## src/rtl/el2_lsu_trigger_hit.sv

```systemverilog
// LSU trigger-hit consumer: pair chaining, M->R register, TLU debug/exception request, sticky hits.
// Optional saturating per-trigger hit counters are compiled in with RV_LSU_TRIG_HIT_CNT_EN.
module el2_lsu_trigger_hit #(
    parameter int NUM_TRIG = 4,
    parameter int CNT_W    = 8
) (
    input  logic                       clk,
    input  logic                       rst,
    input  logic [NUM_TRIG-1:0]        lsu_trigger_match_m,
    input  logic [NUM_TRIG-1:0]        trig_chain,
    input  logic [NUM_TRIG-1:0]        trig_action,
    input  logic                       dec_tlu_flush_lower_r,
    input  logic                       dec_trig_ack,
    input  logic [NUM_TRIG-1:0]        trig_hit_clr,
    output logic [NUM_TRIG-1:0]        lsu_trig_match_r,
    output logic                       lsu_trig_dbg_req,
    output logic                       lsu_trig_exc_req,
    output logic [NUM_TRIG-1:0]        lsu_trig_req_vec,
    output logic [NUM_TRIG-1:0]        lsu_trig_hit_sticky,
    output logic [NUM_TRIG*CNT_W-1:0]  lsu_trig_hit_cnt
);

    localparam logic [1:0] IDLE     = 2'd0;
    localparam logic [1:0] PEND_DBG = 2'd1;
    localparam logic [1:0] PEND_EXC = 2'd2;

    logic [NUM_TRIG-1:0] eff_match_p0;
    logic [NUM_TRIG-1:0] hit_set_p1;
    logic [NUM_TRIG-1:0] req_vec_nxt;
    logic [1:0]          state_p1;
    logic [1:0]          state_nxt;
    logic                hit_r;
    logic                dbg_hit;
    logic                unused_chain;

    // Only the even chain bits link a pair; the odd ones carry no meaning here.
    assign unused_chain = trig_chain[1] ^ trig_chain[3];

    // M stage: a chained pair fires only when both halves match.
    always_comb begin
        eff_match_p0 = lsu_trigger_match_m;
        if (trig_chain[0]) begin
            eff_match_p0[0] = lsu_trigger_match_m[0] & lsu_trigger_match_m[1];
            eff_match_p0[1] = lsu_trigger_match_m[0] & lsu_trigger_match_m[1];
        end
        if (trig_chain[2]) begin
            eff_match_p0[2] = lsu_trigger_match_m[2] & lsu_trigger_match_m[3];
            eff_match_p0[3] = lsu_trigger_match_m[2] & lsu_trigger_match_m[3];
        end
    end

    // M -> R register
    always_ff @(posedge clk) begin
        if (rst) begin
            lsu_trig_match_r <= '0;
        end else begin
            lsu_trig_match_r <= dec_tlu_flush_lower_r ? '0 : eff_match_p0;
        end
    end

    assign hit_r      = (|lsu_trig_match_r) & ~dec_tlu_flush_lower_r;
    assign dbg_hit    = |(lsu_trig_match_r & trig_action);
    assign hit_set_p1 = hit_r ? lsu_trig_match_r : '0;

    // Request FSM: a hit is only taken when idle or when the pending one is acked.
    always_comb begin
        state_nxt   = state_p1;
        req_vec_nxt = lsu_trig_req_vec;
        case (state_p1)
            IDLE: begin
                if (hit_r) begin
                    state_nxt   = dbg_hit ? PEND_DBG : PEND_EXC;
                    req_vec_nxt = lsu_trig_match_r;
                end
            end
            PEND_DBG, PEND_EXC: begin
                if (dec_trig_ack) begin
                    if (hit_r) begin
                        state_nxt   = dbg_hit ? PEND_DBG : PEND_EXC;
                        req_vec_nxt = lsu_trig_match_r;
                    end else begin
                        state_nxt   = IDLE;
                        req_vec_nxt = '0;
                    end
                end
            end
            default: begin
                state_nxt   = IDLE;
                req_vec_nxt = '0;
            end
        endcase
    end

    // R stage state
    always_ff @(posedge clk) begin
        if (rst) begin
            state_p1            <= IDLE;
            lsu_trig_req_vec    <= '0;
            lsu_trig_hit_sticky <= '0;
        end else begin
            state_p1            <= state_nxt;
            lsu_trig_req_vec    <= req_vec_nxt;
            lsu_trig_hit_sticky <= (lsu_trig_hit_sticky & ~trig_hit_clr) | hit_set_p1;
        end
    end

    assign lsu_trig_dbg_req = (state_p1 == PEND_DBG);
    assign lsu_trig_exc_req = (state_p1 == PEND_EXC);

`ifdef RV_LSU_TRIG_HIT_CNT_EN
    function automatic logic [CNT_W-1:0] sat_inc(input logic [CNT_W-1:0] v);
        return (&v) ? v : v + 1'b1;
    endfunction

    logic [CNT_W-1:0] hit_cnt_p1 [NUM_TRIG];

    // A clear coinciding with a hit restarts the count at one.
    always_ff @(posedge clk) begin
        for (int i = 0; i < NUM_TRIG; i++) begin
            if (rst) begin
                hit_cnt_p1[i] <= '0;
            end else if (trig_hit_clr[i]) begin
                hit_cnt_p1[i] <= {{(CNT_W-1){1'b0}}, hit_set_p1[i]};
            end else if (hit_set_p1[i]) begin
                hit_cnt_p1[i] <= sat_inc(hit_cnt_p1[i]);
            end
        end
    end

    always_comb begin
        lsu_trig_hit_cnt = '0;
        for (int i = 0; i < NUM_TRIG; i++) begin
            lsu_trig_hit_cnt[i*CNT_W +: CNT_W] = hit_cnt_p1[i];
        end
    end
`else
    assign lsu_trig_hit_cnt = '0;
`endif

endmodule
```

## config.mk

```make
export PLATFORM = sky130hd
export DESIGN_NAME = el2_lsu_trigger_hit
export DESIGN_NICKNAME = d
export VERILOG_FILES = /design/src/rtl/el2_lsu_trigger_hit.sv
export SDC_FILE = /design/constraint.sdc
export NUM_CORES = 1
export LEC_CHECK = 0
export ABC_AREA = 1
export CORE_UTILIZATION = 36
export CTS_BUF_LIST = sky130_fd_sc_hd__clkbuf_16
export DETAILED_ROUTE_END_ITERATION = 6
export PLACE_DENSITY = 0.82
export SLEW_MARGIN = 20
export SYNTH_ARGS = -nofsm -noshare
export SYNTH_HDL_FRONTEND = slang
export SYNTH_SLANG_ARGS = --single-unit
```

## constraint.sdc

```tcl
create_clock -name clk -period 2.6 [get_ports clk]
set_input_delay 0.65 -clock clk [delete_from_list [all_inputs] [get_ports clk]]
set_output_delay 0.65 -clock clk [all_outputs]
set_load 0.05 [all_outputs]
```

* Word level (Yosys, flattened, before mapping)
Cells that the tools add are included.
** Word-level totals
- Word-level logic and storage cells :: 33
- Input bits :: 20
- Register bits after elaboration :: 14
** Operators by class
- Eq/ne operators :: 4
- Reduce and logical (&&, ||, !) cells :: 6
- Multiplexer cells :: 11
- Bitwise operators :: 8
** Operators with widths (count)
- $mux W2 :: 6
- $mux W4 :: 3
- $and A4 B4 Y4 :: 2
- $pmux W4 S2 :: 1
- $reduce_or A4 Y1 :: 2
- $ne A2 B2 Y1 const B :: 2
- $not A4 Y4 :: 1
- $or A4 B4 Y4 :: 1
- $pmux W2 S2 :: 1
- $reduce_or A2 Y1 :: 2
- $and A1 B1 Y1 :: 3
- $eq A2 B1 Y1 const B :: 1
- $eq A2 B2 Y1 const B :: 1
- $logic_not A2 Y1 :: 1
- $reduce_and A2 Y1 :: 1
- $not A1 Y1 :: 1

* Longest topological paths before layout
- Depth in word-level cells :: 6
- Depth in mapped cells :: 8
- Gate-level depth less buffers :: 8

* Least setup slack after synthesis
Ideal clock, no wire load.
- Path type :: register to output
- Start point :: reg state_p1[0]
- End point :: out lsu_trig_exc_req
- Data required time :: 1950 ps
- Path buffers :: 0
- Arrival :: 844 ps
- Setup slack :: 1106 ps
- Stages on the path, launching flop included :: 3
- Path through :: dfxtp_1 inv_1 ha_1
** On the way
- Cells in the longest elaborated chain, start to end :: 1
** RTL lines
- start: declaration :: RTL line 30 : logic [1:0] state_p1;
- start signal: assignment :: RTL line 101 : state_p1 <= state_nxt;
- $eq A2 B2 Y1 :: RTL line 108 : assign lsu_trig_exc_req = (state_p1 == PEND_EXC);
- end: declaration :: RTL line 17 : output logic lsu_trig_exc_req,
No other way between the ends.

* Worst setup path in the final report
Same ends and word-level chain as after synthesis.

==> key figures <==
Place
  • Buffers on Ports: 31
  • DP Wirelength: 1340 um
  • Cell count after placement: between 150 and 200
  • Routability-driven placement congestion ratio: 0.820

Global routing
  • First-pass GRT wire length: 2840 um
  • Total global routing track utilization: 14.5%
  • Gr ovfl total: 0
  • Antenna violations before repair: 0
  • Vias in the first global route: between 600 and 700
  • Maximum number of pins on one net before global-route repair: 12

Die
  • Die outline height: 53.4 um
  • Area inside the core boundary: 2480 sq um
  • DIE AREA: 2850 sq um
  • Starting utilization of the core area: between 30% and 40%
  • Num ports: 66
  • Row count: 18
  • Die outline width: around 53 um

Logic synthesis
  • Synthesis warning total: 0
  • Post-Synthesis Cell Area: roughly 950 sq um
  • Mean instance size in the synthesized netlist: 7.38 sq um
  • Share of the yosys chip area belonging to registers: 29.4%
  • Number of synthesized register bits: 14
  • Post-synthesis cell count: 129
  • Number of different library cells in the post-synthesis netlist: 18

STA
  • Total negative slack: 0 ns
  • Relative slew slack: 65.4%
  • Final hold violation count: 0
  • Final setup viols: 0
  • Final Max Slew Viols: 0
  • Time the final worst path needs with I/O delays and setup: around 2.3 ns
  • Final clock period utilization by the worst path: between 80 and 90%
  • Tightest Pin Transition: 0.517 ns
  • Final setup skew: 0.00296 ns
  • Highest clock frequency the design can meet: 443 MHz
  • Setup repair after global routing missed its margin: false

Route
  • Wirelength per Cell: between 9 and 10 um
  • Antenna viol nets, final: 0
  • TritonRoute pass-1 iters: 2
  • Number of DRC violations after detailed-routing iteration 0: 5
  • Via-per-instance ratio: approximately 4
  • Total via count in the routed design: 752
  • Total wire length after detailed routing: 1730 um
  • Remaining design rule violation count: 0

Worst setup path
  • Maximum net fanout on the critical path: 3
  • Kind of end point of the critical path: output port
  • CP Data Arrival Time: about 1.6 ns
  • Crit Path Category: flop to output port
  • Crit path launch type: flop
  • Data required time at the worst endpoint: 1.95 ns

CTS
  • Insertion delay of the later-clocked pin in the worst-skew pair: 0.25 ns
  • Setup bufs post-CTS: 0
  • H-tree level count: 1
  • Clock tree from TritonCTS: built
  • Quantity of hold-fixing buffers added after cts: 0
  • Clock transition at path regs: 0.05 ns
  • Resized Gates After CTS: 0
  • Clock Sink Count: 14
  • Clock buffers created by TritonCTS: 3
  • Clock tree root driver cell: sky130_fd_sc_hd__clkbuf_16
  • Number of buffers between clock root and the deepest sink: 2

Cells and area
  • Share of layout cells above drive strength 1: 4.35%
  • Fill cell total of the finished layout: approximately 250
  • Most common library cell in the layout ignoring fill and taps: sky130_fd_sc_hd__conb_1
  • Multi-input combinational cell area: 458 sq um
  • Area added between synthesis and finish: 31.0%
  • N_diodes: 0
  • Sequential cell area in the final layout: 280 sq um
  • Share of the core filled with cells: 50.4%
  • NumNets Final: 186
  • Most frequent cells in the layout: sky130_fd_sc_hd__conb_1 (32), sky130_fd_sc_hd__clkdlybuf4s50_1 (31), sky130_fd_sc_hd__inv_1 (22)
  • Non-filler cells, final: roughly 190

Power and ir drop
  • Power density relative to cell area: ~660 nW/um^2
  • Max IR drop VDD: approximately 0.00033 V
  • Static power due to leakage: 0.000558 uW

Min path
  • Worst hold-check path type: flop to flop

Run status
  • Result of the run: finished clean

Flow run
  • Max-Cap Viols: 0
-- per-stage QoR --
step | power (uW) | cell area, sq um | hold slack, ns | setup slack [ns]
final | 825 | 1250 | 0.456 | 0.343
after global routing | 868 | 1250 | 0.472 | 0.275
after CTS | 832 | 1250 | 0.456 | 0.331
after detailed placement | 535 | 1170 | 0.449 | 0.599
after global placement | 531 | 1170 | 0.449 | 0.609
after floorplan | 510 | 1070 | 0.598 | 1.11
-- layer usage --
layer  vias to the layer above  track usage (%)  routed length, um
met1                       320             14.0                696
met2                        33             25.2                860
met4                         0             10.5                 53
met3                         5             4.89                116
li1                        394                -                  -
met5                         -                0                  0
-- cells in the mapped netlist, drive strengths merged --
master,n,area (sq um)
ha,4,50.1
conb,1,3.75
clkbuf,2,7.51
inv,22,82.6
nor2,21,78.8
nand3,2,22.5
buf,32,240
a21boi,4,30.0
or2,1,6.26
dfxtp,14,280
o21ai,2,10.0
o32ai,4,35.0
a21oi,2,10.0
a211oi,4,30.0
nand2,14,65.1
-- sequential cells by signal (all words and copies together) (netlist names) --
register	flops
lsu_trig_hit_sticky	4
lsu_trig_match_r	4
lsu_trig_req_vec	4
state_p1	2
-- kinds of logic (layout without fill, tap and decap cells) --
kind of cell	count (synthesis)	after routing	share of synthesized area, %
DFF	14	14	29.4
buffers and inverters	56	57	34.7
other	1	32	0.394
and+or+nand+nor	38	38	18.1
adders and majority gates	4	4	5.26
AOI/OAI and AO/OA	16	16	12.1
-- worst paths after layout --
check / cells after the start / slack, ns / to / from
setup / recovery: 3 / 0.34 / lsu_trig_exc_req / state_p1[0]
setup reg to reg: 7 / 1.19 / state_p1[0] / state_p1[0]
hold reg to reg: 2 / 0.46 / lsu_trig_hit_sticky[3] / lsu_trig_hit_sticky[3]
hold / removal: 2 / 0.46 / lsu_trig_hit_sticky[3] / lsu_trig_hit_sticky[3]
-- layout make-up --
cell class	count	share of cell area, %
clock buffers	3	6.02
well taps	30	3.01
inverters	22	6.62
flip-flops and latches	14	22.5
clock inverters	1	0.301
multi-input cells	90	36.7
repair buffers	31	24.9
-- critical path, cell delays in order (launching register included) --
cell                              delay [ns]
sky130_fd_sc_hd__dfxtp_1                0.32
sky130_fd_sc_hd__inv_1                  0.10
sky130_fd_sc_hd__ha_1                   0.15
sky130_fd_sc_hd__clkdlybuf4s50_1        0.79
-- power breakdown --
group | leakage [uW] | internal [uW] | switching [uW]
combinational | 0.000406 | 76.1 | 219
clock | 0.0000385 | 204 | 90.8
sequential | 0.000114 | 227 | 8.71
total | 0.000558 | 506 | 318
Note: power is estimated with default switching activity, not from simulation.
